--- src/rtl/sine_dac_pkg.sv ---
// ============================================================================
//  Module      : sine_dac_pkg
//  Description : Shared types and default sizes for the serial sine DAC path.
//  Revision    : 1.0 - initial release
// ============================================================================
`timescale 1ns/1ps
`default_nettype none

package sine_dac_pkg;

  localparam int SINE_DATA_W  = 12;
  localparam int SINE_ADDR_W  = 8;
  localparam int SINE_PHASE_W = 16;

  typedef enum logic [2:0] {
    IDLE    = 3'd0,
    FETCH   = 3'd1,
    WAIT    = 3'd2,
    SHIFT   = 3'd3,
    CONVERT = 3'd4
  } seq_state_t;

endpackage

`default_nettype wire

--- src/rtl/dac_frame_sequencer_piso.sv ---
// ============================================================================
//  Module      : dac_piso
//  Description : Parallel-load, MSB-first shift register feeding the DAC SI.
//  Revision    : 1.0 - initial release
// ============================================================================
`timescale 1ns/1ps
`default_nettype none

module dac_piso #(
  parameter int DATA_W = 12
) (
  input  logic              clk,
  input  logic              rst_n,
  input  logic              load,
  input  logic              shift,
  input  logic [DATA_W-1:0] d,
  output logic              q_msb
);

  logic [DATA_W-1:0] sreg;

  // Load a whole sample, or move the next bit into the MSB position.
  always_ff @(posedge clk or negedge rst_n) begin
    if (!rst_n) begin
      sreg <= '0;
    end else if (load) begin
      sreg <= d;
    end else if (shift) begin
      sreg <= sreg << 1;
    end
  end

  assign q_msb = sreg[DATA_W-1];

endmodule

`default_nettype wire

--- src/rtl/dac_frame_sequencer.sv ---
// ============================================================================
//  Module      : dac_frame_sequencer
//  Description : Per-tick ROM fetch, serial shift-out and start-of-conversion
//                strobe for the sine DAC, with phase accumulation.
//  Revision    : 1.0 - initial release
// ============================================================================
`timescale 1ns/1ps
`default_nettype none

module dac_frame_sequencer
  import sine_dac_pkg::*;
#(
  parameter int DATA_W  = SINE_DATA_W,
  parameter int ADDR_W  = SINE_ADDR_W,
  parameter int PHASE_W = SINE_PHASE_W
) (
  input  logic               clk,
  input  logic               rst_n,
  input  logic               en,
  input  logic               tick,
  input  logic [PHASE_W-1:0] freq_word,
  output logic [ADDR_W-1:0]  rom_addr,
  input  logic [DATA_W-1:0]  rom_data,
  output logic               SO,
  output logic               SI_en,
  output logic               soc,
  output logic               busy,
  output logic               overrun
);

  localparam int              CNT_W    = (DATA_W > 1) ? $clog2(DATA_W) : 1;
  localparam logic [CNT_W-1:0] CNT_LAST = CNT_W'(DATA_W - 1);

  seq_state_t         state_q;
  seq_state_t         state_d;
  logic [PHASE_W-1:0] phase;
  logic [PHASE_W-1:0] freq_q;
  logic [CNT_W-1:0]   bit_cnt;
  logic               piso_load;
  logic               piso_shift;
  logic               piso_msb;
  logic               start;

  assign start = (state_q == IDLE) && en && tick;

  // State register.
  always_ff @(posedge clk or negedge rst_n) begin
    if (!rst_n) begin
      state_q <= IDLE;
    end else begin
      state_q <= state_d;
    end
  end

  // Next-state and shift-register control; dropping en aborts any frame.
  always_comb begin
    state_d    = state_q;
    piso_load  = 1'b0;
    piso_shift = 1'b0;
    if ((state_q != IDLE) && !en) begin
      state_d = IDLE;
    end else begin
      case (state_q)
        IDLE:    if (start) state_d = FETCH;
        FETCH:   state_d = WAIT;
        WAIT: begin
          piso_load = 1'b1;
          state_d   = SHIFT;
        end
        SHIFT: begin
          piso_shift = 1'b1;
          if (bit_cnt == '0) state_d = CONVERT;
        end
        CONVERT: state_d = IDLE;
        default: state_d = IDLE;
      endcase
    end
  end

  // Frame setup, bit counting and phase advance (only on a completed frame).
  always_ff @(posedge clk or negedge rst_n) begin
    if (!rst_n) begin
      phase    <= '0;
      freq_q   <= '0;
      rom_addr <= '0;
      bit_cnt  <= '0;
    end else begin
      if (start) begin
        freq_q   <= freq_word;
        rom_addr <= phase[PHASE_W-1 -: ADDR_W];
      end
      if (piso_load) begin
        bit_cnt <= CNT_LAST;
      end else if (piso_shift && (bit_cnt != '0)) begin
        bit_cnt <= bit_cnt - 1'b1;
      end
      if ((state_q == CONVERT) && en) begin
        phase <= phase + freq_q;
      end
    end
  end

  // Status outputs are registered from the next state so they line up with it;
  // overrun appears the cycle after the offending tick is sampled.
  always_ff @(posedge clk or negedge rst_n) begin
    if (!rst_n) begin
      busy    <= 1'b0;
      SI_en   <= 1'b0;
      soc     <= 1'b0;
      overrun <= 1'b0;
    end else begin
      busy    <= (state_d != IDLE);
      SI_en   <= (state_d == SHIFT);
      soc     <= (state_d == CONVERT);
      overrun <= tick && (state_q != IDLE);
    end
  end

  dac_piso #(
    .DATA_W (DATA_W)
  ) u_piso (
    .clk   (clk),
    .rst_n (rst_n),
    .load  (piso_load),
    .shift (piso_shift),
    .d     (rom_data),
    .q_msb (piso_msb)
  );

  // Serial data is held low whenever the shift enable is low.
  assign SO = piso_msb & SI_en;

endmodule

`default_nettype wire

--- config.mk ---
export PLATFORM = sky130hd
export DESIGN_NAME = dac_frame_sequencer
export DESIGN_NICKNAME = d
export VERILOG_FILES = /design/src/rtl/sine_dac_pkg.sv /design/src/rtl/dac_frame_sequencer_piso.sv /design/src/rtl/dac_frame_sequencer.sv
export SDC_FILE = /design/constraint.sdc
export NUM_CORES = 1
export LEC_CHECK = 0
export CAP_MARGIN = 10
export CORE_ASPECT_RATIO = 1.5
export CORE_UTILIZATION = 49
export CTS_BUF_LIST = sky130_fd_sc_hd__clkbuf_16
export CTS_CLUSTER_SIZE = 8
export DETAILED_ROUTE_END_ITERATION = 6
export HOLD_SLACK_MARGIN = 0.03
export PLACE_DENSITY = 0.74
export SYNTH_ARGS = -nofsm -noshare
export SYNTH_HDL_FRONTEND = slang
export SYNTH_HIERARCHICAL = 1
export SYNTH_SLANG_ARGS = --single-unit
--- constraint.sdc ---
create_clock -name clk -period 2.25 [get_ports clk]
set_clock_uncertainty 0.15 [all_clocks]
set_input_delay 0.45 -clock clk [delete_from_list [all_inputs] [get_ports clk]]
set_output_delay 0.45 -clock clk [all_outputs]
set_load 0.005 [all_outputs]
==> results of run 1 <==
-- registers in the layout (all words and copies together) (netlist names) --
| register | count |
|---|---|
| SI_en | 1 |
| bit_cnt | 4 |
| busy | 1 |
| freq_q | 16 |
| overrun | 1 |
| phase | 16 |
| rom_addr | 8 |
| soc | 1 |
| state_q | 3 |
| u_piso/sreg | 12 |
-- area by class of cell --
| cell class | instances | share of cell area |
|---|---|---|
| multi-input cells | 209 | 0.3766 |
| flip-flops and latches | 63 | 0.3716 |
| repair buffers | 64 | 0.1563 |
| clock buffers | 9 | 0.05308 |
| well taps | 74 | 0.02182 |
| clock inverters | 7 | 0.01533 |
| inverters | 6 | 0.005308 |
-- cell usage in the layout, fill, tap and decap left out, types with 2 or more instances in the layout --
cell type         n
clkinv_2          3
mux2_2           27
o21a_1            2
and3_1            3
clkbuf_16         9
dfrtp_1          63
o31ai_2           2
nand2b_1          2
a21oi_2           4
xor2_1            7
inv_1             7
nor2_1           12
ha_2              2
xnor2_1           6
buf_4            13
nor3_1            4
o211ai_1          2
a21oi_1           7
a21boi_0          2
mux2i_1          12
nand2_1          34
a21o_1            3
ha_1             13
nor3b_1           2
a31oi_1           2
o21ai_0          17
o21ai_1          11
nor2_2            2
buf_12            6
nor2b_1           4
clkdlybuf4s50_1  43
nand3_1           8
-- power by group --
part	internal [mW]	switching [mW]	total [mW]
Combinational	0.395	0.344	0.739
Sequential	1.35	0.140	1.49
Clock	0.847	0.476	1.32
Total	2.59	0.960	3.55
-- timing repair --
item                                   4_1_cts  5_1_grt
setup endpoints to repair                    3        6
cloned                                       0        0
pin swaps                                    0       11
gates resized for setup                      2       14
setup buffers                                0        3
hold buffers                                 1        0
endpoints found under the hold margin       63        0
-- per-stage QoR --
step | setup TNS [ps] | cell area, um^2 | utilization | hold WS, ps | setup WS (ps)
finish | -65.24 | 4243 | 0.6871 | 324.4 | -65.24
global route | -294.7 | 4243 | 0.6871 | 353.5 | -162.6
CTS | 0 | 4156 | 0.6732 | 328.8 | 22.38
detailed placement | -92.83 | 3845 | 0.6227 | 318.1 | -90.80
global placement | -27.51 | 3845 | 0.6227 | 303.8 | -27.51
floorplan | 0 | 3166 | - | 4.409 | 65.07
-- final timing paths --
path                            from     endpoint  slack [ps]  cells after the start
max                         phase[0]    phase[14]         -70                      8
min in group asynchronous      rst_n  rom_addr[6]         500                      3
min                        phase[15]    phase[15]         320                      1
min reg2reg                phase[15]    phase[15]         320                      1
max reg2reg                 phase[0]    phase[14]         -70                      8
max in group asynchronous      rst_n   freq_q[12]        1150                      3
-- kinds of logic (layout without fill, tap and decap cells) --
family | after synthesis | count (layout) | synth area share
AND/OR/NAND/NOR | 76 | 76 | 0.1107
buffers and inverters | 14 | 86 | 0.02095
AO/OA/AOI/OAI | 64 | 64 | 0.1308
multiplexers | 39 | 39 | 0.1340
XOR/XNOR | 13 | 13 | 0.03597
adder cells (fa/ha/maj) | 17 | 17 | 0.06956
flip-flops | 63 | 63 | 0.4980
-- per-layer routing --
metal | vias to the layer above | global-route usage
met3 | 12 | 0.04205
li1 | 1150 | -
met4 | 0 | 0.1047
met1 | 1124 | 0.2085
met5 | - | 0
met2 | 54 | 0.3580
==> reports/qor.yml, run 1 <==
logic_synthesis:
  synth.most_common_cell: "dfrtp_1"
  yosysTopAreaCell: "dfrtp_1"
  synth-seq-cells: 63
  async_flop_share: 1.000
  synth_ff_type: "dfrtp_1"
  synth_commonest_cells: "dfrtp_1 (63), nand2_1 (34), mux2_2 (27)"
  synth_edf_count: 0
  synth.yosys.warnings: 6
  ys_seq_area_frac: 0.4980
  synth_top_cell_area_share: 0.4980
  ys_top_cells_by_area: "dfrtp_1 (50%), mux2_2 (9.6%), ha_1 (6.3%), nand2_1 (4.0%), mux2i_1 (3.8%)"
  syn_avg_cell_area_um2: 11.07
  ys_types: 44
  synthesis.nets: 335
  synthesis.area_um2: 3166
  synthCells: 286
cts:
  clkTransAtPathRegs_ps: 50
  cts_sinks: 63
  cts_buffer_depth: 2
  clkLatencyLatePin_ps: 320
  htreeDepth: 3
  numCtsBuffers: 9
  cts_tree: "yes"
  root_buffer: "clkbuf_16"
pwr:
  vdd_drop_max_v: 0.0005596
  p_leak_nw: 1.891
  p_per_area_nw_per_um2: 836.7
  p_total_mw: 3.550
worst_setup_path:
  crit_buf_inv: 0
  crit_path_top_delay_cell: "fa_2"
  crit_chain: "ha_2, fa_2, a21oi_4, o2bb2ai_4, o31ai_4, nand2_1, and3b_1, o31ai_2"
  crit_path_start_kind: "flip-flop"
  path_class: "flip-flop to flip-flop"
  cp_max_fo: 3
  max_stage_delay_ps: 420
  cp.required_ps: 2320
  crit_path_end_kind: "flip-flop"
  critPathArrivalTime_ps: 2390
  critical_path.top_delay_family: "compound AO/OA/AOI/OAI gates"
floorplan:
  die_w_um: 67.63
  initial_core_util: 0.5127
  core_um2: 6175
  ios: 45
  rows: 35
  die_y_um: 100.4
  fp.dieArea_um2: 6792
finish:
  synthToLayoutAreaGrowth_pct: 34.03
  diodes: 0
  multi_input_area_um2: 1598
  nFillCells: 489
  ff_latch_area_um2: 1577
  drive_gt1_frac: 0.2291
  layout.cells.non_filler: 432
  nets: 402
flow_run:
  maxCapViolCount: 0
place:
  hpwl_um: 4111
  place_inst: 412
  gp_congestion: 0.8331
  io_buffers: 44
routing:
  wl_met2_um: 3247
  dr.pass1.iters: 4
  viasPerCell: 5.417
  drtIter0Drc: 98
  antenna_left: 0
  wl_met1_um: 2307
  wl_per_cell_um: 13.74
  num_vias: 2340
  topRoutingLayerUsed: "met4"
  post-route-drc-count: 0
  wl_um: 5934
  wl_met3_um: 241
grt:
  grt_pass1_wl_um: 10070
  grt_pass1_vias: 2370
  gr-total-overflow: 0
  grt.total_usage: 0.1994
  grt_antenna_before_repair: 0
  grt_start_max_net_pins: 64
timing:
  setup_violations: 1
  fin_crit_ps: 2315
  slew_headroom: 0.7773
  min_period_over_period: 1.029
  hold_viol_final: 0
  fmax_mhz: 431.9
  grt_setup_unrepaired: "true"
  worst_pin_slew_ps: 330.6
  final_max_slew_viol_count: 0
  worst_slack_ps: -65.24
hold_path:
  hold_path_class: "flip-flop to flip-flop"
status:
  status: "complete, but fails checks"
  violations: "setup timing"
Note: power is estimated with default switching activity, not from simulation.
==> run 2, diff against run 1 <==
Settings changed: SYNTH_HIERARCHICAL 1 to default.
==> run 2 against run 1 <==
Compared with the run above: the run still ends with setup timing left; sequential power decreased by 3%; combinational power is 0.5% lower; synthesized area is 0.47% lower; critical path type unchanged.
==> reports/qor.yml, run 2 <==
worst_setup_path:
  cp_max_fo: 5  # was 3
  path_class: "flip-flop to flip-flop"  # unchanged
  crit_buf_inv: 0  # unchanged
  max_stage_delay_ps: 410  # was 420 ps
  r2r_cells: 9  # was 8
  r2r_slack_ps: -20  # was -70 ps
  crit_path_start_kind: "flip-flop"  # unchanged
  critPathArrivalTime_ps: 2330  # was 2390 ps
  critical_path.top_delay_family: "compound AO/OA/AOI/OAI gates"  # unchanged
  r2r_end: "phase[14]"  # unchanged
  crit_path_end_kind: "flip-flop"  # unchanged
  crit_path_top_delay_cell: "fa_2"  # unchanged
  crit_chain: "ha_2, fa_2, a21oi_2, nor2b_2, a31oi_4, o211ai_1, a21oi_1, xor2_1, o21ai_1"  # was ha_2, fa_2, a21oi_4, o2bb2ai_4, o31ai_4, nand2_1, and3b_1, o31ai_2
  cp.required_ps: 2310  # was 2320 ps
  reg2reg_from: "freq_q[0]"  # was phase[0]
floorplan:
  die_w_um: 67.47  # was 67.63 um
  rows: 35  # unchanged
  die_y_um: 100.2  # was 100.4 um
  initial_core_util: 0.5102  # was 0.5127
  core_um2: 6175  # unchanged
  ios: 45  # unchanged
  fp.dieArea_um2: 6761  # was 6792 um^2
routing:
  antenna_left: 0  # unchanged
  wl_per_cell_um: 14.99  # was 13.74 um
  num_vias: 2377  # was 2340
  viasPerCell: 5.427  # was 5.417
  drtIter0Drc: 97  # was 98
  dr.pass1.iters: 4  # unchanged
  wl_um: 6566  # was 5934 um
  post-route-drc-count: 0  # unchanged
timing:
  final_max_slew_viol_count: 0  # unchanged
  grt_setup_unrepaired: "true"  # unchanged
  slew_headroom: 0.7685  # was 0.7773
  worst_pin_slew_ps: 345.8  # was 330.6 ps
  worst_slack_ps: -23.11  # was -65.24 ps
  fin_tns_setup_ps: -40.90  # was -65.24 ps
  min_period_over_period: 1.010  # was 1.029
  hold_viol_final: 0  # unchanged
  fmax_mhz: 439.9  # was 431.9 MHz
  fin_crit_ps: 2273  # was 2315 ps
  whs_ps: 325.4  # was 324.4 ps
  setup_violations: 2  # was 1
logic_synthesis:
  yosysTopAreaCell: "dfrtp_1"  # unchanged
  synth.yosys.warnings: 0  # was 6
  ys_top_cells_by_area: "dfrtp_1 (50%), mux2_2 (9.3%), ha_1 (6.4%), o21ai_0 (4.9%), mux2i_1 (3.8%)"  # was dfrtp_1 (50%), mux2_2 (9.6%), ha_1 (6.3%), nand2_1 (4.0%), mux2i_1 (3.8%)
  synth_commonest_cells: "dfrtp_1 (63), nand2_1 (31), o21ai_0 (31)"  # was dfrtp_1 (63), nand2_1 (34), mux2_2 (27)
  ys_seq_area_frac: 0.5004  # was 0.4980
  syn_avg_cell_area_um2: 10.98  # was 11.07 um^2
  synth_edf_count: 0  # unchanged
  async_flop_share: 1.000  # unchanged
  synth_top_cell_area_share: 0.5004  # was 0.4980
  synth_ff_type: "dfrtp_1"  # unchanged
  synthesis.nets: 336  # was 335
  synth.most_common_cell: "dfrtp_1"  # unchanged
  synth-seq-cells: 63  # unchanged
  synthCells: 287  # was 286
  ys_types: 42  # was 44
  synthesis.area_um2: 3151  # was 3166 um^2
grt:
  grt_start_max_net_pins: 64  # unchanged
  grt_antenna_before_repair: 0  # unchanged
  grt_pass1_wl_um: 11020  # was 10070 um
  gr-total-overflow: 0  # unchanged
  grt_pass1_vias: 2504  # was 2370
  grt.total_usage: 0.2182  # was 0.1994
cts:
  clkTransAtPathRegs_ps: 50  # about the same
  clkLatencyLatePin_ps: 320  # about the same
  cts_sinks: 63  # unchanged
  numCtsBuffers: 9  # unchanged
  cts_buffer_depth: 2  # unchanged
  root_buffer: "clkbuf_16"  # unchanged
  cts_tree: "yes"  # unchanged
  htreeDepth: 3  # unchanged
hold_path:
  hold_depth: 2  # was 1
  min_from: "u_piso.sreg[6]"  # was phase[15]
  whs_endpoint: "u_piso.sreg[6]"  # was phase[15]
  hold_path_class: "flip-flop to flip-flop"  # unchanged
pwr:
  p_per_area_nw_per_um2: 832.9  # was 836.7 nW/um^2
  p_leak_nw: 1.958  # was 1.891 nW
  vdd_drop_max_v: 0.0005566  # was 0.0005596 V
finish:
  utilization: 0.6983  # was 0.6871
  layout.cells.non_filler: 438  # was 432
  final_cell_area_um2: 4312  # was 4243 um^2
  final_common_cell: "dfrtp_1"  # unchanged
  nets: 408  # was 402
  diodes: 0  # unchanged
  synthToLayoutAreaGrowth_pct: 36.85  # was 34.03%
  drive_gt1_frac: 0.2418  # was 0.2291
  reg_top3: "freq_q: 16 flops, phase: 16 flops, u_piso.sreg: 12 flops"  # was freq_q: 16 flops, phase: 16 flops, u_piso/sreg: 12 flops
  nFillCells: 440  # was 489
  mostFrequentLayoutCells: "dfrtp_1 (63), clkdlybuf4s50_1 (43), nand2_1 (31)"  # was dfrtp_1 (63), clkdlybuf4s50_1 (43), nand2_1 (34)
status:
  violations: "setup timing"  # unchanged
  status: "complete, but fails checks"  # unchanged
flow_run:
  maxCapViolCount: 0  # unchanged
place:
  dpl_cell_area_um2: 3814  # was 3845 um^2
  gp_congestion: 0.8183  # was 0.8331
  place_inst: 414  # was 412
  io_buffers: 44  # unchanged
  hpwl_um: 4233  # was 4111 um
## run 2: cell types whose count changed in the layout (fill, tap and decap cells not counted), moves of 4 or more
cell and change:
buf_4 +11, o21ai_0 +6, buf_12 -4, ha_4 +4
xnor2_1 -4
## run 2: report_power, final
| group | switching, mW | internal, mW | total, mW |
|---|---|---|---|
| combinational | 0.333 | 0.402 | 0.735 |
| sequential | 0.128 | 1.32 | 1.44 |
| clock | 0.462 | 0.950 | 1.41 |
## run 2: per-layer routing
| metal | up-vias | global-route usage | part of all wire |
|---|---|---|---|
| li1 | 1168 | - | - |
| met1 | 1151 | 0.2390 | 0.40 |
| met2 | 48 | 0.3793 | 0.54 |
| met3 | 10 | 0.06477 | 0.042 |
| met4 | 0 | 0.09002 | 0.018 |
| met5 | - | 0 | 0 |
## run 2: worst max path at each step
| stage | startpoint | end | slack, ps | cells past startpoint |
|---|---|---|---|---|
| floorplan | phase[4] | phase[15] | -10 | 8 |
| global placement | phase[4] | phase[15] | -60 | 8 |
| detailed placement | phase[4] | phase[15] | -120 | 8 |
| CTS | freq_q[4] | phase[15] | -10 | 8 |
| global route | freq_q[0] | phase[14] | -140 | 9 |
| finish | freq_q[0] | phase[14] | -20 | 9 |
## run 2: cells by family (layout without fill, tap and decap cells)
kind of cell,Yosys count,in the layout,share of synthesized area
AO/OA/AOI/OAI,75,75,0.1477
AND/OR/NAND/NOR,67,67,0.1009
flip-flops,63,63,0.5004
multiplexers,38,38,0.1311
adder cells (fa/ha/maj),17,17,0.06990
buffers and inverters,16,93,0.01946
XOR/XNOR,11,11,0.03058
## run 2: cell type report
cell class                      count  area (um^2)  area share
Inverter                            6        22.52    0.005223
Timing Repair Buffer               71        665.6      0.1544
Clock buffer                        9        225.2     0.05223
Tap cell                           74        92.59     0.02147
Clock inverter                      7        80.08     0.01857
Multi-Input combinational cell    208         1649      0.3825
Sequential cell                    63         1577      0.3656
## run 2: metrics by stage
stage,power (mW),setup slack [ps]
detailed placement,2.113,-122.5
floorplan,1.845,-9.932
global route,3.778,-139.3
global placement,2.083,-63.82
CTS,3.583,-10.48
finish,3.591,-23.11
## run 2: what timing repair did
item / 4_1_cts / 5_1_grt
buffers inserted: 6 / 2
gates resized for setup: 12 / 15
setup endpoints to repair: 7 / 8
pin swaps: 14 / 17
endpoints found under the hold margin: 63 / 0
hold buffers: 1 / 0
## run 2: worst reg2reg max path, delay by kind of cell, from the launching register on
family | cells | cell delay, ps
adder cells (fa/ha/maj) | 2 | 610
flip-flops | 1 | 370
AO/OA/AOI/OAI | 5 | 780
AND/OR/NAND/NOR | 1 | 70
XOR/XNOR | 1 | 160
==> run 3, diff against run 2 <==
Settings changed: TNS_END_PERCENT from default to 50.
==> run 3 against run 2 <==
Compared with the run above: the run still ends with setup timing left; combinational power fell by 2%; critical path depth did not move; setup slack improved by 3.7 ps; critical path type unchanged; largest power group unchanged.
==> reports/qor.yml, run 3 (same netlist as run 2, synthesis figures left out) <==
status:
  status: "complete, but fails checks"  # unchanged
  violations: "setup timing"  # unchanged
worst_setup_path:
  crit_path_start_kind: "flip-flop"  # unchanged
  critPathArrivalTime_ps: 2330  # about the same
  max_stage_delay_ps: 410  # about the same
  cp_max_fo: 5  # unchanged
  path_class: "flip-flop to flip-flop"  # unchanged
  crit_path_top_delay_cell: "fa_2"  # unchanged
  r2r_slack_ps: -20  # about the same
  cp.required_ps: 2310  # about the same
  crit_path_end_kind: "flip-flop"  # unchanged
  crit_chain: "ha_2, fa_2, a21oi_2, nor2b_2, a31oi_4, o211ai_1, a21oi_1, xor2_1, o21ai_1"  # unchanged
grt:
  grt_antenna_before_repair: 0  # unchanged
  grt.total_usage: 0.2182  # unchanged
  gr-total-overflow: 0  # unchanged
  grt_start_max_net_pins: 64  # unchanged
  grt_pass1_wl_um: 11020  # unchanged
  grt_pass1_vias: 2504  # unchanged
routing:
  wl_um: 6336  # was 6566 um
  wl_per_cell_um: 14.47  # was 14.99 um
  viasPerCell: 5.409  # was 5.427
  post-route-drc-count: 0  # unchanged
  dr.pass1.iters: 4  # unchanged
  drtIter0Drc: 87  # was 97
  antenna_left: 0  # unchanged
  num_vias: 2369  # was 2377
hold_path:
  hold_path_class: "flip-flop to flip-flop"  # unchanged
place:
  gp_congestion: 0.8183  # unchanged
  dpl_cell_area_um2: 3814  # unchanged
  io_buffers: 44  # unchanged
  hpwl_um: 4233  # unchanged
cts:
  numCtsBuffers: 9  # unchanged
  htreeDepth: 3  # unchanged
  clkLatencyLatePin_ps: 320  # about the same
  cts_tree: "yes"  # unchanged
  root_buffer: "clkbuf_16"  # unchanged
  clkTransAtPathRegs_ps: 50  # about the same
  cts_sinks: 63  # unchanged
  cts_buffer_depth: 2  # unchanged
flow_run:
  maxCapViolCount: 0  # unchanged
floorplan:
  fp.dieArea_um2: 6761  # unchanged
  die_w_um: 67.47  # unchanged
  initial_core_util: 0.5102  # unchanged
  core_um2: 6175  # unchanged
  rows: 35  # unchanged
  die_y_um: 100.2  # unchanged
  ios: 45  # unchanged
pwr:
  p_comb_frac: 0.202  # was 0.205
  p_total_mw: 3.578  # was 3.591 mW
  p_leak_nw: 1.958  # about the same
  seqPwrFrac: 0.403  # was 0.402
  switchingPower_mw: 0.9159  # was 0.9227 mW
  internal-power_mw: 2.662  # was 2.669 mW
  p_per_area_nw_per_um2: 830.9  # was 832.9 nW/um^2
  vdd_drop_max_v: 0.0005542  # was 0.0005566 V
  swShare: 0.2560  # was 0.2569
  power_frac_clock: 0.395  # was 0.393
finish:
  nets: 408  # unchanged
  drive_gt1_frac: 0.2418  # unchanged
  final_common_cell: "dfrtp_1"  # unchanged
  synthToLayoutAreaGrowth_pct: 36.70  # was 36.85%
  utilization: 0.6975  # was 0.6983
  reg_top3: "freq_q: 16 flops, phase: 16 flops, u_piso.sreg: 12 flops"  # unchanged
  nFillCells: 444  # was 440
  final_cell_area_um2: 4307  # was 4312 um^2
  mostFrequentLayoutCells: "dfrtp_1 (63), clkdlybuf4s50_1 (43), nand2_1 (31)"  # unchanged
  diodes: 0  # unchanged
timing:
  fin_crit_ps: 2269  # was 2273 ps
  fmax_mhz: 440.6  # was 439.9 MHz
  worst_pin_slew_ps: 347.8  # was 345.8 ps
  grt_setup_unrepaired: "true"  # unchanged
  setup_violations: 1  # was 2
  min_period_over_period: 1.009  # was 1.010
  slew_headroom: 0.7671  # was 0.7685
  hold_viol_final: 0  # unchanged
  worst_slack_ps: -19.39  # was -23.11 ps
  final_max_slew_viol_count: 0  # unchanged
## run 3: power by group through the flow
| stage | Combinational, mW | Sequential (mW) | Clock, mW |
|---|---|---|---|
| 6_report | 0.722 | 1.44 | 1.41 |
| 5_1_grt | 0.815 | 1.46 | 1.49 |
| 4_1_cts | 0.704 | 1.44 | 1.43 |
| 3_5_place_dp | 0.667 | 1.45 | 0 |
| 3_3_place_gp | 0.643 | 1.44 | 0 |
| 2_1_floorplan | 0.434 | 1.41 | 0 |
## run 3: routing by layer
metal,global-route usage,vias up,wire length [um]
met5,0,-,0
met4,0.09002,0,87
met3,0.06477,8,280
met2,0.3793,57,3404
met1,0.2390,1136,2563
li1,-,1168,-
## run 3: final timing paths
check | from | end | cells after the start
worst max-delay path | freq_q[0] | phase[14] | 9
worst min-delay path | u_piso.sreg[6] | u_piso.sreg[6] | 2
worst max register to register | freq_q[0] | phase[14] | 9
worst min register to register | u_piso.sreg[6] | u_piso.sreg[6] | 2
max in group asynchronous | rst_n | freq_q[4] | 3
min in group asynchronous | rst_n | freq_q[7] | 3
## run 3: area by class of cell
| cell class | count | area, um^2 | area share |
|---|---|---|---|
| Sequential cell | 63 | 1577 | 0.3661 |
| Inverter | 6 | 22.52 | 0.005230 |
| Clock buffer | 9 | 225.2 | 0.05230 |
| Clock inverter | 7 | 80.08 | 0.01859 |
| Multi-Input combinational cell | 208 | 1644 | 0.3818 |
| Timing Repair Buffer | 71 | 665.6 | 0.1546 |
| Tap cell | 74 | 92.59 | 0.02150 |
## run 3: stage by stage
step / hold WS, ps / cells / TNS [ps] / setup slack [ps]
floorplan: 4.409 / 287 / -9.932 / -9.932
global placement: 315.7 / 414 / -202.1 / -63.82
detailed placement: 320.8 / 414 / -393.0 / -122.5
CTS: 333.0 / 437 / -10.48 / -10.48
global route: 359.2 / 438 / -546.3 / -139.3
finish: 325.4 / 438 / -19.39 / -19.39
## run 3: repair_timing
item,in CTS,in global routing
buffers inserted,6,1
pin swaps,14,16
gates cloned,0,0
endpoints found under the hold margin,63,0
gates resized for setup,12,14
hold buffers,1,0
setup endpoints to repair,7,8
## run 3: critical path, delay by kind of cell (launching register included)
family,cells,cell delay (ps)
AOI/OAI and AO/OA,5,780
adders and majority gates,2,610
DFF,1,370
xor gates and xnor gates,1,160
and+or+nand+nor,1,70
